File: config.mk
export PLATFORM = sky130hd
export DESIGN_NAME = rob_multiport
export DESIGN_NICKNAME = d
export VERILOG_FILES = /design/src/rtl/rob_multiport.sv
export SDC_FILE = /design/constraint.sdc
export NUM_CORES = 2
export LEC_CHECK = 0
export CAP_MARGIN = 20
export CELL_PAD_IN_SITES_DETAIL_PLACEMENT = 1
export CELL_PAD_IN_SITES_GLOBAL_PLACEMENT = 2
export CORE_ASPECT_RATIO = 1.5
export CORE_UTILIZATION = 41
export DETAILED_ROUTE_END_ITERATION = 10
export PLACE_DENSITY_LB_ADDON = 0.1
export REMOVE_ABC_BUFFERS = 1
export SYNTH_ARGS = -nofsm -noshare
export SYNTH_HDL_FRONTEND = slang
export SYNTH_SLANG_ARGS = --single-unit
File: constraint.sdc
create_clock -name clk -period 5.8 [get_ports clk]
set_input_delay 1.74 -clock clk [delete_from_list [all_inputs] [get_ports clk]]
set_output_delay 1.74 -clock clk [all_outputs]
set_load 0.05 [all_outputs]
File: src/rtl/rob_multiport.sv
// Multi-port reorder buffer: one issue per cycle, CDB_PORTS result writebacks,
// up to COMMIT_W in-order retirements per cycle, and squash of younger entries.
module rob_multiport #(
  parameter int DEPTH     = 16,
  parameter int IDX_W     = $clog2(DEPTH),
  parameter int CDB_PORTS = 2,
  parameter int COMMIT_W  = 2
) (
  input  logic                       clk,
  input  logic                       rstn,
  input  logic                       i_flush_all,
  input  logic                       i_squash,
  input  logic [IDX_W-1:0]           i_squash_tag,
  input  logic                       i_issue_valid,
  output logic                       o_issue_ready,
  input  logic [31:0]                i_issue_pc,
  input  logic [4:0]                 i_issue_rd,
  input  logic [1:0]                 i_issue_kind,
  input  logic                       i_issue_pred_taken,
  input  logic [31:0]                i_issue_imm_value,
  output logic [IDX_W-1:0]           o_issue_tag,
  input  logic [2*IDX_W-1:0]         i_rs_tag,
  output logic [2*32-1:0]            o_rs_value,
  output logic [1:0]                 o_rs_done,
  input  logic [CDB_PORTS-1:0]       i_cdb_valid,
  input  logic [CDB_PORTS*IDX_W-1:0] i_cdb_tag,
  input  logic [CDB_PORTS*32-1:0]    i_cdb_data,
  output logic [COMMIT_W-1:0]        o_commit_valid,
  output logic [COMMIT_W*IDX_W-1:0]  o_commit_tag,
  output logic [COMMIT_W*32-1:0]     o_commit_pc,
  output logic [COMMIT_W*5-1:0]      o_commit_rd,
  output logic [COMMIT_W*32-1:0]     o_commit_value,
  output logic [COMMIT_W*2-1:0]      o_commit_kind,
  output logic [COMMIT_W-1:0]        o_commit_mispredict,
  input  logic [COMMIT_W-1:0]        i_commit_pop,
  output logic [IDX_W:0]             o_count,
  output logic                       o_full,
  output logic                       o_empty
);
  typedef logic [IDX_W-1:0] idx_t;
  localparam logic [IDX_W:0] DEPTH_C = (IDX_W+1)'(DEPTH);
  localparam logic [IDX_W:0] ONE_C   = (IDX_W+1)'(1);

  logic [DEPTH-1:0] ent_valid;
  logic [DEPTH-1:0] ent_done;
  logic [DEPTH-1:0] ent_misp;
  logic [DEPTH-1:0] ent_pred;
  logic [1:0]       ent_kind  [DEPTH];
  logic [31:0]      ent_pc    [DEPTH];
  logic [4:0]       ent_rd    [DEPTH];
  logic [31:0]      ent_value [DEPTH];

  idx_t           head;
  idx_t           tail;
  logic [IDX_W:0] count;

  logic [CDB_PORTS-1:0] cdb_ok;
  idx_t                 cdb_idx [CDB_PORTS];
  logic                 squash_ok;
  idx_t                 squash_age;
  logic [DEPTH-1:0]     kill;
  logic                 issue_fire;
  idx_t                 slot_idx [COMMIT_W];
  logic [IDX_W:0]       pop_n;
  idx_t                 rs_idx [2];
  logic                 chain;
  logic                 run;

  assign o_count       = count;
  assign o_full        = (count == DEPTH_C);
  assign o_empty       = (count == '0);
  assign o_issue_ready = !o_full;
  assign o_issue_tag   = tail;

  // A CDB write lands only on a live ALU/branch entry still waiting for its result.
  always_comb begin
    for (int p = 0; p < CDB_PORTS; p++) begin
      cdb_idx[p] = i_cdb_tag[p*IDX_W +: IDX_W];
      cdb_ok[p]  = i_cdb_valid[p] && ent_valid[cdb_idx[p]] &&
                   !ent_done[cdb_idx[p]] && !ent_kind[cdb_idx[p]][1];
    end
  end

  // Squash kills every live entry older-in-position (younger in program order) than the tag.
  always_comb begin
    squash_ok  = i_squash && ent_valid[i_squash_tag];
    squash_age = i_squash_tag - head;
    kill       = '0;
    for (int i = 0; i < DEPTH; i++)
      kill[i] = squash_ok && ent_valid[i] && (idx_t'(idx_t'(i) - head) > squash_age);
  end

  assign issue_fire = i_issue_valid && !o_full && !squash_ok;

  always_comb begin
    chain               = 1'b1;
    o_commit_valid      = '0;
    o_commit_tag        = '0;
    o_commit_pc         = '0;
    o_commit_rd         = '0;
    o_commit_value      = '0;
    o_commit_kind       = '0;
    o_commit_mispredict = '0;
    for (int k = 0; k < COMMIT_W; k++) begin
      slot_idx[k]                        = head + idx_t'(k);
      o_commit_valid[k]                  = chain && ent_valid[slot_idx[k]] && ent_done[slot_idx[k]];
      chain                              = o_commit_valid[k] && !ent_misp[slot_idx[k]];
      o_commit_tag[k*IDX_W +: IDX_W]     = slot_idx[k];
      o_commit_pc[k*32 +: 32]            = ent_pc[slot_idx[k]];
      o_commit_rd[k*5 +: 5]              = ent_rd[slot_idx[k]];
      o_commit_value[k*32 +: 32]         = ent_value[slot_idx[k]];
      o_commit_kind[k*2 +: 2]            = ent_kind[slot_idx[k]];
      o_commit_mispredict[k]             = ent_misp[slot_idx[k]];
    end
  end

  always_comb begin
    run   = 1'b1;
    pop_n = '0;
    for (int k = 0; k < COMMIT_W; k++) begin
      run = run && i_commit_pop[k] && o_commit_valid[k];
      if (run)
        pop_n = pop_n + ONE_C;
    end
  end

  // Operand lookup; the lowest-index CDB hit wins the bypass.
  always_comb begin
    o_rs_value = '0;
    o_rs_done  = '0;
    for (int r = 0; r < 2; r++) begin
      rs_idx[r]               = i_rs_tag[r*IDX_W +: IDX_W];
      o_rs_value[r*32 +: 32]  = ent_value[rs_idx[r]];
      o_rs_done[r]            = ent_done[rs_idx[r]];
      if (!ent_done[rs_idx[r]]) begin
        for (int p = CDB_PORTS-1; p >= 0; p--) begin
          if (cdb_ok[p] && (cdb_idx[p] == rs_idx[r])) begin
            o_rs_value[r*32 +: 32] = i_cdb_data[p*32 +: 32];
            o_rs_done[r]           = 1'b1;
          end
        end
      end
    end
  end

  always_ff @(posedge clk or negedge rstn) begin
    if (!rstn) begin
      ent_valid <= '0;
      ent_done  <= '0;
      ent_misp  <= '0;
      head      <= '0;
      tail      <= '0;
      count     <= '0;
    end else if (i_flush_all) begin
      ent_valid <= '0;
      ent_done  <= '0;
      ent_misp  <= '0;
      head      <= '0;
      tail      <= '0;
      count     <= '0;
    end else begin
      for (int k = 0; k < COMMIT_W; k++) begin
        if ((IDX_W+1)'(k) < pop_n) begin
          ent_valid[slot_idx[k]] <= 1'b0;
          ent_done[slot_idx[k]]  <= 1'b0;
        end
      end
      // Ascending port order: the highest port's write is the one that sticks.
      for (int p = 0; p < CDB_PORTS; p++) begin
        if (cdb_ok[p] && !kill[cdb_idx[p]]) begin
          ent_done[cdb_idx[p]] <= 1'b1;
          ent_misp[cdb_idx[p]] <= (ent_kind[cdb_idx[p]] == 2'b01) &&
                                  (ent_pred[cdb_idx[p]] ^ i_cdb_data[p*32]);
        end
      end
      for (int i = 0; i < DEPTH; i++) begin
        if (kill[i]) begin
          ent_valid[i] <= 1'b0;
          ent_done[i]  <= 1'b0;
        end
      end
      if (issue_fire) begin
        ent_valid[tail] <= 1'b1;
        ent_done[tail]  <= i_issue_kind[1];
        ent_misp[tail]  <= 1'b0;
      end
      head <= head + idx_t'(pop_n);
      if (squash_ok) begin
        tail  <= i_squash_tag + 1'b1;
        count <= {1'b0, squash_age} + ONE_C - pop_n;
      end else begin
        tail  <= tail + idx_t'(issue_fire);
        count <= count + (IDX_W+1)'(issue_fire) - pop_n;
      end
    end
  end

  always_ff @(posedge clk) begin
    if (issue_fire) begin
      ent_pc[tail]    <= i_issue_pc;
      ent_rd[tail]    <= i_issue_rd;
      ent_kind[tail]  <= i_issue_kind;
      ent_pred[tail]  <= i_issue_pred_taken;
      ent_value[tail] <= (i_issue_kind == 2'b10) ? i_issue_imm_value : 32'd0;
    end
    for (int p = 0; p < CDB_PORTS; p++)
      if (cdb_ok[p] && !kill[cdb_idx[p]])
        ent_value[cdb_idx[p]] <= i_cdb_data[p*32 +: 32];
  end

endmodule

==> metrics <==
Clk pwr share=37.7%; crit path time final=6.04 ns; Clock Latency Late Sink=0.82 ns; All-Layer GR Usage=33.9%; top_reg_cell synth=edfxtp_1; total power per unit cell area=236 nW/µm²; Fillers=18219; final worst slack=-0.245 ns; Placed Instances=8205; Final Slew Violations=0; Slew @ Worst Pin=1.09 ns; vias in the first global route=60439; worst-path fanout max=8; Comb power frac=19.2%; violated checks=negative setup slack; crit start category=primary input; row count=197; Synth Cell Area=79500 µm²; first-pass GRT wire length=470 mm; syn avg cell area=14.6 µm²; WS Path Type=in -> out; Overflow after GRT=0; EDFF count, synth=1152; layout cells sized above 1=38.1%; Reg area=36100 µm²; I/O pin count=397; Core Region=192000 µm²; Int Pwr=16.7 mW; post-route insts no fill=8552; CTS tree=done; I/O Buffers=396; TritonRoute pass-1 iters=5; Area contributors post-synth=edfxtp_1 (44%), mux4_2 (31%), mux2i_1 (7.6%); Ys Warns=0; Routed wire per std cell=39.5 µm; Longest Clk Path Bufs=4; top-count cell post-synth=edfxtp_1; initial drt markers=6715; most instantiated cells after synthesis=edfxtp_1 (1152), mux4_2 (1096), mux2i_1 (604); # setup viols final=66; full die area=196000 µm²; CTS Root Buffer Type=clkbuf_16; cell taking the most area after synthesis=edfxtp_1; data arrival time of the critical path=4.30 ns; Sequential Power Share=43.1%; area share of the largest cell type after synthesis=43.5%; worst path bufs/invs=5; register area share after synthesis=45.4%; hold buffers post-CTS=0; switching part of the total=28.3%; die height=541 µm; period utilisation layout=104%; Crit-path slowest cell=mux4_2; initial antenna violation count=15; crit end category=output port; CTS Buf Count=140; status=finished, violations left; Leak=34.4 nW; fin nets=6178; H-tree depth=4; DR vias/cell=6.86; max cap viols=0; Yosys cell types=89; clk sink count=1213; unrepaired setup endpoints after global routing=true; DRT Wirelength=338 mm; RD Place Congestion=0.911; Clock Skew=0.0369 ns; async set-or-reset flop fraction in the synthesized netlist=5.03%; Post-DRT Antenna Nets=0; CP cell instances=buf_12 -> buf_6 -> mux4_2 -> nand2_2 -> o311ai_4 -> or3_4 -> nor2_4 -> buf_8 -> buf_12 -> mux2i_4 -> o21ai_2 -> buf_12; Mapped Cells=5462; DP HPWL=216 mm; CP most frequent cell=buf_12; Initial Util=41.4%; multi-input combinational cell area=41800 µm²; Layout area overhead=23.8%; DRC=0; Yosys reg bits=1213; Place WS=-1.04 ns; final hold viol count=0; via count=58695; Switch Pwr=6.58 mW; CP peak stage delay=0.50 ns; largest net degree at the start of global routing=113; Crit path required time=4.06 ns; Rel. slew slack=27.2%; Die X=362 µm; class of the worst hold path=reg -> reg; Fmax=165 MHz; Peak VDD IR=0.198 mV; Worst-path clk slew=0.06 ns; delay-heaviest family, CP=simple AND/OR/NAND/NOR gates
[cell usage in the layout, fill, tap and decap left out, types with 27 or more instances in the layout]
cell type	netlist	final
a21oi_1	323	323
and2_1	42	41
buf_12	0	312
buf_4	22	421
clkbuf_1	478	33
clkbuf_16	0	154
clkdlybuf4s50_1	0	214
dfrtp_1	61	58
edfxtp_1	1152	1152
ha_1	53	52
inv_1	62	52
mux2i_1	604	567
mux2i_4	0	27
mux4_2	1096	1096
nand2_1	347	315
nand3_1	50	42
nor2_1	349	342
o21ai_0	311	230
o21ai_2	0	41
xnor2_1	32	31
[logic make-up (layout without fill, tap and decap cells)]
logic type | Yosys count | in the layout | synth area share (%)
flops | 1213 | 1213 | 45.4
other cells | 0 | 13 | 0
xor+xnor | 44 | 44 | 0.529
simple gates | 917 | 917 | 5.04
buf+inv | 745 | 1335 | 3.77
fa+ha+maj | 61 | 61 | 0.985
compound gates | 776 | 776 | 5.52
mux | 1706 | 1706 | 38.7
[repair_timing]
item,CTS,global route
gates resized for setup,201,208
endpoints found under the setup margin,77,147
setup buffers,39,51
hold endpoints to repair,0,0
pin swaps,15,21
cloned,8,13
[worst reg2reg max path, stage by stage, from the launching register on]
cell	delay, ns
dfrtp_4	0.61
ha_1	0.36
xnor2_2	0.21
inv_2	0.28
mux4_2	0.57
mux4_2	0.54
nor3_1	0.19
buf_4	0.19
nand3_1	0.12
ha_1	0.40
ha_1	0.32
inv_1	0.04
ha_1	0.21
fa_1	0.47
a21oi_1	0.17
nor2_1	0.05
nor2_1	0.12
xnor2_1	0.10
a211oi_1	0.22
[stage by stage]
| step | setup TNS [ns] | util [%] | area, µm² | total power [mW] | hold WS, ns |
|---|---|---|---|---|---|
| 2_1_floorplan | - | - | 76800 | 12.8 | 0.556 |
| 3_3_place_gp | -108.37 | 47.7 | 91700 | 14.5 | 0.570 |
| 3_5_place_dp | -130.03 | 47.7 | 91700 | 14.5 | 0.587 |
| 4_1_cts | -7.56 | 50.4 | 96900 | 23.3 | 0.602 |
| 5_1_grt | -12.83 | 51.2 | 98400 | 23.8 | 0.671 |
| 6_report | -8.81 | 51.2 | 98400 | 23.3 | 0.604 |
[per-layer routing]
metal  up-vias  GRT usage [%]  share of wire (%)
li1      23153              -                  -
met1     31518           42.1                 36
met2      3250           57.4                 50
met3       764           5.77                8.1
met4        10           16.3                5.3
met5         -              0              0.020
[power groups by stage]
stage | clock (mW) | combinational, mW | sequential [mW]
after detailed placement | 0 | 4.31 | 10.2
after floorplan | 0 | 2.51 | 10.2
after CTS | 8.91 | 4.39 | 10.0
after global routing | 9.14 | 4.63 | 10.1
final | 8.77 | 4.48 | 10.0
after global placement | 0 | 4.28 | 10.2
[state kept, by name, indices dropped and copies added (netlist names)]
name,count
ent_pc,512
ent_kind,32
ent_valid,16
head,4
ent_rd,80
ent_done,16
ent_value,512
o_count,5
ent_misp,16
o_issue_tag,4
ent_pred,16
[worst paths after layout]
| path | slack [ns] | start | depth (start not counted) | endpoint |
|---|---|---|---|---|
| setup / recovery | -0.24 | i_cdb_tag[4] | 12 | o_rs_value[11] |
| hold / removal | 0.60 | ent_misp[10] | 2 | ent_misp[10] |
| setup reg to reg | 0.54 | head[1] | 18 | o_count[4] |
| hold reg to reg | 0.60 | ent_misp[10] | 2 | ent_misp[10] |
| max in group asynchronous | 3.71 | rstn | 2 | ent_misp[0] |
| min in group asynchronous | 1.07 | rstn | 1 | o_count[0] |
[final cells by class]
cell class / count / area share, %
clock inverters: 59 / 0.534
flip-flops and latches: 1213 / 36.7
well taps: 2487 / 3.16
clock buffers: 179 / 3.83
inverters: 66 / 0.280
multi-input cells: 3504 / 42.4
diodes: 13 / 0.0330
repair buffers: 1031 / 13.0
Power figures use the tool's default switching activity.
